<file path="src/rtl/seg_scan_if.sv">
// Segment/anode bundle between the value decoder and the scan driver.
interface seg_scan_if;
  logic [7:0] seven_seg_1;
  logic [7:0] seven_seg_2;
  logic [7:0] seven_seg_3;
  logic [7:0] seven_seg_4;
  logic [1:0] dim;
  logic [3:0] blink_mask;
  logic [7:0] seg_out;
  logic [3:0] an;
  logic       frame_start;

  modport master (
    output seven_seg_1, seven_seg_2, seven_seg_3, seven_seg_4, dim, blink_mask,
    input  seg_out, an, frame_start
  );

  modport slave (
    input  seven_seg_1, seven_seg_2, seven_seg_3, seven_seg_4, dim, blink_mask,
    output seg_out, an, frame_start
  );
endinterface

</file>
<file path="src/rtl/seg_scan_driver.sv">
// Time-multiplexed 4-digit common-anode seven-segment driver with per-frame
// snapshot, anti-ghost blanking, 4-level brightness PWM and per-digit blink.
//
// state | meaning
// DIG0  | scanning digit 0 (rightmost); frame snapshot at cnt=0
// DIG1  | scanning digit 1
// DIG2  | scanning digit 2
// DIG3  | scanning digit 3 (leftmost); wrap ends the frame
module seg_scan_driver #(
  parameter int DIGIT_CYCLES = 50000,
  parameter int BLANK_CYCLES = 500,
  parameter int BLINK_FRAMES = 125
) (
  input logic        clk,
  input logic        rstn,
  seg_scan_if.slave  bus
);

  localparam int CW = (DIGIT_CYCLES > 1) ? $clog2(DIGIT_CYCLES) : 1;
  localparam int FW = (BLINK_FRAMES > 1) ? $clog2(BLINK_FRAMES) : 1;
  localparam logic [CW-1:0] CNT_LAST  = CW'(DIGIT_CYCLES - 1);
  localparam logic [CW-1:0] BLANK_END = CW'(BLANK_CYCLES);
  localparam logic [FW-1:0] FCNT_LAST = FW'(BLINK_FRAMES - 1);

  typedef enum logic [1:0] {DIG0 = 2'd0, DIG1 = 2'd1, DIG2 = 2'd2, DIG3 = 2'd3} digit_t;

  digit_t          d;
  logic [1:0]      d_idx;
  logic [CW-1:0]   cnt;
  logic [FW-1:0]   fcnt;
  logic            blink_phase;
  logic [7:0]      shadow [4];
  logic [3:0]      shadow_mask;
  logic [7:0]      seg_q;
  logic [3:0]      an_q;
  logic            fs_q;

  logic [CW-1:0]   off;
  logic [1:0]      p;
  logic            drive;
  logic            snap;
  logic [3:0]      an_nxt;
  logic [7:0]      seg_nxt;

  assign d_idx = d;
  assign snap  = (d == DIG0) && (cnt == '0);

  // PWM phase counts from the start of the lit window, not from the slot.
  always_comb begin
    off     = cnt - BLANK_END;
    p       = off[1:0];
    drive   = (cnt >= BLANK_END) && (p <= bus.dim) &&
              !(shadow_mask[d_idx] && blink_phase);
    an_nxt  = 4'b1111;
    seg_nxt = 8'hFF;
    if (drive) begin
      an_nxt  = ~(4'b0001 << d_idx);
      seg_nxt = shadow[d_idx];
    end
  end

  always_ff @(posedge clk or negedge rstn) begin
    if (!rstn) begin
      d           <= DIG0;
      cnt         <= '0;
      fcnt        <= '0;
      blink_phase <= 1'b0;
      for (int i = 0; i < 4; i++) shadow[i] <= 8'hFF;
      shadow_mask <= 4'b0000;
      seg_q       <= 8'hFF;
      an_q        <= 4'b1111;
      fs_q        <= 1'b0;
    end else begin
      seg_q <= seg_nxt;
      an_q  <= an_nxt;
      fs_q  <= snap;
      if (snap) begin
        shadow[0]   <= bus.seven_seg_1;
        shadow[1]   <= bus.seven_seg_2;
        shadow[2]   <= bus.seven_seg_3;
        shadow[3]   <= bus.seven_seg_4;
        shadow_mask <= bus.blink_mask;
      end
      if (cnt == CNT_LAST) begin
        cnt <= '0;
        d   <= digit_t'(d_idx + 2'd1);
        if (d == DIG3) begin
          if (fcnt == FCNT_LAST) begin
            fcnt        <= '0;
            blink_phase <= ~blink_phase;
          end else begin
            fcnt <= fcnt + 1'b1;
          end
        end
      end else begin
        cnt <= cnt + 1'b1;
      end
    end
  end

  assign bus.seg_out     = seg_q;
  assign bus.an          = an_q;
  assign bus.frame_start = fs_q;

endmodule

</file>
<file path="src/flat_wrapper.sv">
// flat-port wrapper written by rule: the top's interface ports become plain ports
module seg_scan_driver_flat 
#(
  parameter int DIGIT_CYCLES = 50000,
  parameter int BLANK_CYCLES = 500,
  parameter int BLINK_FRAMES = 125
)
  (clk, rstn, bus_seven_seg_1, bus_seven_seg_2, bus_seven_seg_3, bus_seven_seg_4, bus_dim, bus_blink_mask, bus_seg_out, bus_an, bus_frame_start);
  seg_scan_if bus_i ();
  input logic clk;
  input logic rstn;
  input wire logic [$bits(bus_i.seven_seg_1)-1:0] bus_seven_seg_1;
  input wire logic [$bits(bus_i.seven_seg_2)-1:0] bus_seven_seg_2;
  input wire logic [$bits(bus_i.seven_seg_3)-1:0] bus_seven_seg_3;
  input wire logic [$bits(bus_i.seven_seg_4)-1:0] bus_seven_seg_4;
  input wire logic [$bits(bus_i.dim)-1:0] bus_dim;
  input wire logic [$bits(bus_i.blink_mask)-1:0] bus_blink_mask;
  output wire logic [$bits(bus_i.seg_out)-1:0] bus_seg_out;
  output wire logic [$bits(bus_i.an)-1:0] bus_an;
  output wire logic [$bits(bus_i.frame_start)-1:0] bus_frame_start;
  assign bus_i.seven_seg_1 = bus_seven_seg_1;
  assign bus_i.seven_seg_2 = bus_seven_seg_2;
  assign bus_i.seven_seg_3 = bus_seven_seg_3;
  assign bus_i.seven_seg_4 = bus_seven_seg_4;
  assign bus_i.dim = bus_dim;
  assign bus_i.blink_mask = bus_blink_mask;
  assign bus_seg_out = bus_i.seg_out;
  assign bus_an = bus_i.an;
  assign bus_frame_start = bus_i.frame_start;
  seg_scan_driver #(.DIGIT_CYCLES(DIGIT_CYCLES), .BLANK_CYCLES(BLANK_CYCLES), .BLINK_FRAMES(BLINK_FRAMES)) u_core (.clk(clk), .rstn(rstn), .bus(bus_i));
endmodule
</file>
<file path="config.mk">
export PLATFORM = sky130hd
export DESIGN_NAME = seg_scan_driver_flat
export DESIGN_NICKNAME = d
export VERILOG_FILES = /design/src/rtl/seg_scan_if.sv /design/src/rtl/seg_scan_driver.sv /design/src/flat_wrapper.sv
export SDC_FILE = /design/constraint.sdc
export NUM_CORES = 1
export LEC_CHECK = 0
export BUFFER_PORTS_ARGS = -buffer_cell sky130_fd_sc_hd__buf_2
export CAP_MARGIN = 20
export CORE_ASPECT_RATIO = 0.75
export CORE_MARGIN = 3
export CORE_UTILIZATION = 59
export CTS_CLUSTER_DIAMETER = 150
export DETAILED_ROUTE_END_ITERATION = 7
export PLACE_DENSITY = 0.86
export SYNTH_ARGS = -nofsm -noshare
export SYNTH_HDL_FRONTEND = slang
export SYNTH_SLANG_ARGS = --single-unit
</file>
<file path="constraint.sdc">
create_clock -name clk -period 5 [get_ports clk]
set_input_delay 0.75 -clock clk [delete_from_list [all_inputs] [get_ports clk]]
set_output_delay 0.75 -clock clk [all_outputs]
set_load 0.005 [all_outputs]
</file>
==> results of run 1 <==
[cells by family after synthesis]
logic type / count (synthesis) / share of synthesized area
simple gates: 78 / 0.1316
buf+inv: 19 / 0.02819
compound gates: 19 / 0.03181
xor+xnor: 14 / 0.03542
mux: 46 / 0.1789
fa+ha+maj: 10 / 0.03614
flops: 75 / 0.5580
[report_power, final]
| group | internal (mW) | total [mW] | switching, mW |
|---|---|---|---|
| clock network | 0.244 | 0.467 | 0.223 |
| registers | 0.632 | 0.640 | 0.00791 |
| logic | 0.0297 | 0.0517 | 0.0220 |
[area by class of cell]
cell class | instances | share of cell area
flip-flops and latches | 75 | 0.4822
well taps | 75 | 0.02342
repair buffers | 57 | 0.07745
inverters | 8 | 0.007495
clock inverters | 6 | 0.01593
clock buffers | 10 | 0.03435
multi-input cells | 167 | 0.3592
[sequential cells by signal, indices dropped and copies added (netlist names)]
signal and cells:
u_core.bus.seg_out 8, u_core.bus.an 4, u_core.bus.frame_start 1, u_core.blink_phase 1
u_core.fcnt 7, u_core.cnt 16, u_core.d 2, u_core.shadow_mask 4
u_core.shadow 32
[metrics by stage]
step | hold WS [ns] | setup WS (ns)
finish | 0.4359 | 2.003
global route | 0.4383 | 1.796
CTS | 0.4961 | 1.977
detailed placement | 0.4805 | 1.995
global placement | 0.4637 | 2.092
floorplan | 0.4416 | 2.667
[path summary, 6_finish.rpt]
path | startpoint | endpoint | slack, ns | cells after the start
max | u_core.d[0] | u_core.fcnt[4] | 2.00 | 5
min | rstn | u_core.bus.seg_out[2] | 0.44 | 1
max reg2reg | u_core.d[0] | u_core.fcnt[4] | 2.00 | 5
min reg2reg | u_core.blink_phase | u_core.blink_phase | 0.49 | 1
max in group asynchronous | rstn | u_core.bus.seg_out[0] | 3.87 | 3
min in group clk | u_core.blink_phase | u_core.blink_phase | 0.49 | 1
[layout by cell type (no fill, tap or decap), types with 8 or more instances in the layout]
cell type and n:
buf_2 52, clkbuf_8 10, dfrtp_1 31, dfstp_2 44
ha_1 10, inv_1 8, mux2_2 36, mux4_2 9
nand2_1 14, nand2b_1 9, nand3_1 10, nor2_1 10
o21ai_0 10
[metal layers]
metal / vias up / track usage / share of wire
li1: 1042 / - / -
met1: 1119 / 0.2779 / 0.43
met2: 67 / 0.3664 / 0.50
met3: 16 / 0.05389 / 0.052
met4: 0 / 0.08160 / 0.019
met5: - / 0 / 0
==> flow_metrics.tcl, run 1 <==
set metrics [dict create \
    outcome "finished, final reports clean" \
    synth_enable_flop_cells 0 \
    drt-pass1-iter-count 4 \
    tritoncts "built" \
    critical_path_peak_fanout 12 \
    postSynthRegisterBits 75 \
    finalHoldViolations 0 \
    cp_top_family "simple AND/OR/NAND/NOR gates" \
    postCtsSetupRepairBufs 0 \
    setup_viol_count_final 0 \
    postSynthAreaPerCell_um2 13.26 \
    clock-sinks 75 \
    drt_iter0_markers 154 \
    startpoint_type "register" \
    largest_stage_delay_on_the_critical_path_ns 0.79 \
    slew_headroom 0.5045 \
    final_layout_size_suffix_gt1_frac 0.5170 \
    filler_cell_count 358 \
    synth_largest_type_area_fraction 0.3339 \
    synth_cell_type_count 38 \
    vdd.ir_drop.worst_uv 195.0 \
    grt_start_max_net_pins 50 \
    synth_largest_area_cell "dfstp_2" \
    syn_inst 261 \
    cts_h_tree_lvls 3 \
    io_buffer_count 52 \
    yosys-top-cells-area "dfstp_2, dfrtp_1, mux2_2, mux4_2, ha_1" \
    critical_path_buffers_and_inverters 0 \
    regArea_um2 1932 \
    groute.usage.overall 0.2185 \
    gr-total-overflow 0 \
    floorplan.die.width_um 94.45 \
    antenna-diode-count 0 \
    top_cells_by_instance_count_after_synthesis "dfstp_2, mux2_2, dfrtp_1" \
    die_h_um 72.34 \
    total_clock_buffers_created_by_cts 9 \
    timing.setup.tns_ns 0 \
    mappedNetlistNets 311 \
    routed_wl_mm 6.695 \
    ys_warn_count 0 \
    worst_skew_pair.late_latency_ns 0.35 \
    grt_pass1_wl_mm 11.23 \
    crit_required_ns 5.29 \
    critical-path-top-cell-by-count "or4_1" \
    critical-path-slowest-cell "dfrtp_1" \
    dp_hpwl_mm 4.807 \
    area_used_by_multi_input_combinational_logic_um2 1439 \
    floorplan.initialDensity 0.6299 \
    drc 0 \
    post-place-cells 381 \
    buffer_depth_of_the_longest_clock_path 2 \
    power.density_nw_per_um2 289.2 \
    synthFlopType "dfstp_2" \
    finalCritPeriodShare 0.5994 \
    most_numerous_cell_in_the_yosys_netlist "dfstp_2" \
    post-layout-total-power_mw 1.159 \
    row_count 23 \
    worst_setup_ep_type "register" \
    layout-area-overhead-vs-synth_pct 15.72 \
    netlist_area_um2 3462 \
    postPlaceCellArea_um2 3785 \
    fin_cells 398 \
    fin_nets 368 \
    setup_repair_after_global_routing_missed_its_margin "no" \
    fmaxAchievable_ghz 0.3337 \
    clock-root-buffer "clkbuf_8" \
    design.portCount 53 \
    dieArea_um2 6833 \
    total_leakage_power_nw 1.676 \
    antenna_left 0 \
    drv_cap 0 \
    tightestPinTransition_ns 0.7371 \
    timing.hold.worst.class "primary input to asynchronous set/reset pin" \
    design.core.area_um2 5497 \
    post_cts.resized_instances 0 \
    period_minus_slack_ns 2.997 \
    routedWlPerCell_um 16.82 \
    fin_util 0.7289 \
    vias 2244 \
    synth-async-reset-ratio 1.000 \
    worstSetupPathType "register to register" \
    worst_ep_arrival_time_ns 3.28 \
    worstPathCellList "ha_1 -> or4b_2 -> or4_1 -> or4_1 -> nand3_1" \
    gp_congestion 0.8594 \
    clock-skew-final_ns 0.003938 \
    worst_setup_hold_path_clk_slew_ns 0.08 \
    final_area_um2 4006 \
    first_global_vias 2344 \
    detail_route.vias_per_cell 5.638 \
    cts-hold-fix-buffers 0 \
    antenna_found_initial 0 \
    synth_seq_area_share 0.5580 \
    slew_violations 0 \
]
Power figures use the tool's default switching activity.
==> run 2: changes to the inputs <==
--- a/config.mk
+++ b/config.mk
@@ -9,10 +9,10 @@
 export CAP_MARGIN = 20
 export CORE_ASPECT_RATIO = 0.75
 export CORE_MARGIN = 3
-export CORE_UTILIZATION = 59
+export CORE_UTILIZATION = 51
 export CTS_CLUSTER_DIAMETER = 150
 export DETAILED_ROUTE_END_ITERATION = 7
-export PLACE_DENSITY = 0.86
+export PLACE_DENSITY = 0.8
 export SYNTH_ARGS = -nofsm -noshare
 export SYNTH_HDL_FRONTEND = slang
 export SYNTH_SLANG_ARGS = --single-unit
==> constraint.sdc (replaced) <==
create_clock -name clk -period 2.43 [get_ports clk]
set_input_delay 0.3645 -clock clk [delete_from_list [all_inputs] [get_ports clk]]
set_output_delay 0.3645 -clock clk [all_outputs]
set_load 0.005 [all_outputs]
==> flow_metrics.tcl, run 2 (synthesis results as in run 1) <==
set metrics [dict create \
    row_count 25 \
    grt_start_max_net_pins 76 \
    drt_iter0_markers 121 \
    slew_headroom 0.7524 \
    routedWlPerCell_um 15.38 \
    drv_cap 0 \
    power.density_nw_per_um2 599.8 \
    gp_congestion 0.8322 \
    critical_path_peak_fanout 36 \
    largest_reg_flops 32 \
    io_buffer_count 52 \
    final_cell_mix "buf_2, dfstp_2, mux2_2, dfrtp_1, nand2_1" \
    antenna-diode-count 0 \
    vdd.ir_drop.worst_uv 330.7 \
    timing.hold.worst.class "primary input to asynchronous set/reset pin" \
    regArea_um2 1932 \
    power.share.sequential 0.537 \
    outcome "finished, final reports clean" \
    clock-root-buffer "clkbuf_8" \
    dp_hpwl_mm 4.559 \
    largest_stage_delay_on_the_critical_path_ns 0.57 \
    internal_power_mw 1.953 \
    worst_skew_pair.late_latency_ns 0.35 \
    part_of_the_power_in_the_clock_network 0.421 \
    critical_path.reg2reg.startpoint "u_core.cnt[11]" \
    period_minus_slack_ns 2.269 \
    setup_repair_after_global_routing_missed_its_margin "no" \
    clock-skew-final_ns 0.009410 \
    final_layout_size_suffix_gt1_frac 0.5213 \
    first_global_vias 2298 \
    total_leakage_power_nw 1.714 \
    postCtsSetupRepairBufs 0 \
    finalHoldViolations 0 \
    antenna_found_initial 0 \
    worstSetupPathType "register to register" \
    timing.setup.tns_ns 0 \
    total_clock_buffers_created_by_cts 9 \
    layout-area-overhead-vs-synth_pct 17.96 \
    cts-hold-fix-buffers 0 \
    routed_wl_mm 6.289 \
    finalCritPeriodShare 0.9339 \
    fmaxAchievable_ghz 0.4407 \
    drt-pass1-iter-count 4 \
    gr-total-overflow 0 \
    clock-sinks 75 \
    startpoint_type "register" \
    worst_setup_ep_type "register" \
    place_ws_ns 0.1498 \
    timing.final.ws_setup_ns 0.1607 \
    antenna_left 0 \
    max_flop_register "u_core.shadow" \
    area_used_by_multi_input_combinational_logic_um2 1439 \
    filler_cell_count 482 \
    buffer_depth_of_the_longest_clock_path 2 \
    dieArea_um2 7823 \
    grt_pass1_wl_mm 10.97 \
    post_cts.resized_instances 0 \
    tightestPinTransition_ns 0.3714 \
    design.portCount 53 \
    reg2regPathDepth 5 \
    power.switching_fraction 0.2025 \
    vias 2231 \
    slew_violations 0 \
    power.combinational.fraction 0.042 \
    drc 0 \
    design.core.area_um2 6444 \
    die_h_um 77.36 \
    tritoncts "built" \
    worstPathCellList "or4_4 -> or2_4 -> nor4_4 -> buf_12 -> mux2_2" \
    groute.usage.overall 0.1808 \
    crit_required_ns 2.66 \
    p_sw_mw 0.4961 \
    cts_h_tree_lvls 3 \
    fin_util 0.6338 \
    detail_route.vias_per_cell 5.455 \
    most_common_cell_after_layout_fill_and_taps_aside "buf_2" \
    setup_viol_count_final 0 \
    worst_setup_hold_path_clk_slew_ns 0.08 \
    worst_ep_arrival_time_ns 2.50 \
    critical-path-slowest-cell "or4_4" \
    floorplan.initialDensity 0.5373 \
    launch_point_of_the_worst_path "u_core.cnt[11]" \
    fin_nets 373 \
    floorplan.die.width_um 101.1 \
    post-layout-total-power_mw 2.450 \
]
[run 2: cell count changes in the layout (fill, tap and decap cells not counted)]
cell	previous run	this run
buf_4	4	8
clkinv_4	2	0
buf_12	1	2
clkbuf_1	0	1
clkbuf_16	0	1
clkbuf_8	10	11
clkinv_2	2	1
[run 2: power groups by stage]
stage               Clock (mW)  Sequential [mW]  Combinational [mW]
detailed placement           0             1.34               0.106
global route              1.11             1.32               0.117
finish                    1.03             1.32               0.103
CTS                       1.05             1.32               0.106
floorplan                    0             1.33              0.0425
global placement             0             1.34               0.102
[run 2: critical path: cells and delay by family (launching register included)]
kind          cells  cell delay, ns
buf+inv           1            0.25
flops             1            0.43
mux               1            0.35
simple gates      3            1.12
[run 2: cell type report]
| type | count | area share |
|---|---|---|
| Clock buffer | 13 | 0.04412 |
| Clock inverter | 3 | 0.01011 |
| Inverter | 8 | 0.007353 |
| Multi-Input combinational cell | 167 | 0.3523 |
| Sequential cell | 75 | 0.4730 |
| Tap cell | 81 | 0.02482 |
| Timing Repair Buffer | 62 | 0.08824 |
[run 2: worst paths after layout]
kind                                         end  slack [ns]
setup / recovery           u_core.shadow_mask[1]        0.16
hold / removal                    u_core.fcnt[2]        0.04
setup reg to reg           u_core.shadow_mask[1]        0.16
hold reg to reg                   u_core.fcnt[6]        0.49
max in group asynchronous      u_core.shadow[31]        2.06
min in group clk               u_core.shadow[30]        0.24
[run 2: per-stage QoR]
step                      instances  hold slack [ns]  area, µm²
after floorplan                 261          0.06891       3462
after global placement          393           0.4203       3862
after detailed placement        393           0.4206       3862
after CTS                       409          0.04364       4084
after global routing            409          0.05104       4084
final                           409          0.03507       4084
[run 2: metal layers]
layer  vias up  GRT usage  wire (µm)
met5         -          0          0
met4         0    0.06773        151
met3        14    0.05391        247
li1       1058          -          -
met2        40     0.2820       3063
met1      1119     0.2387       2826
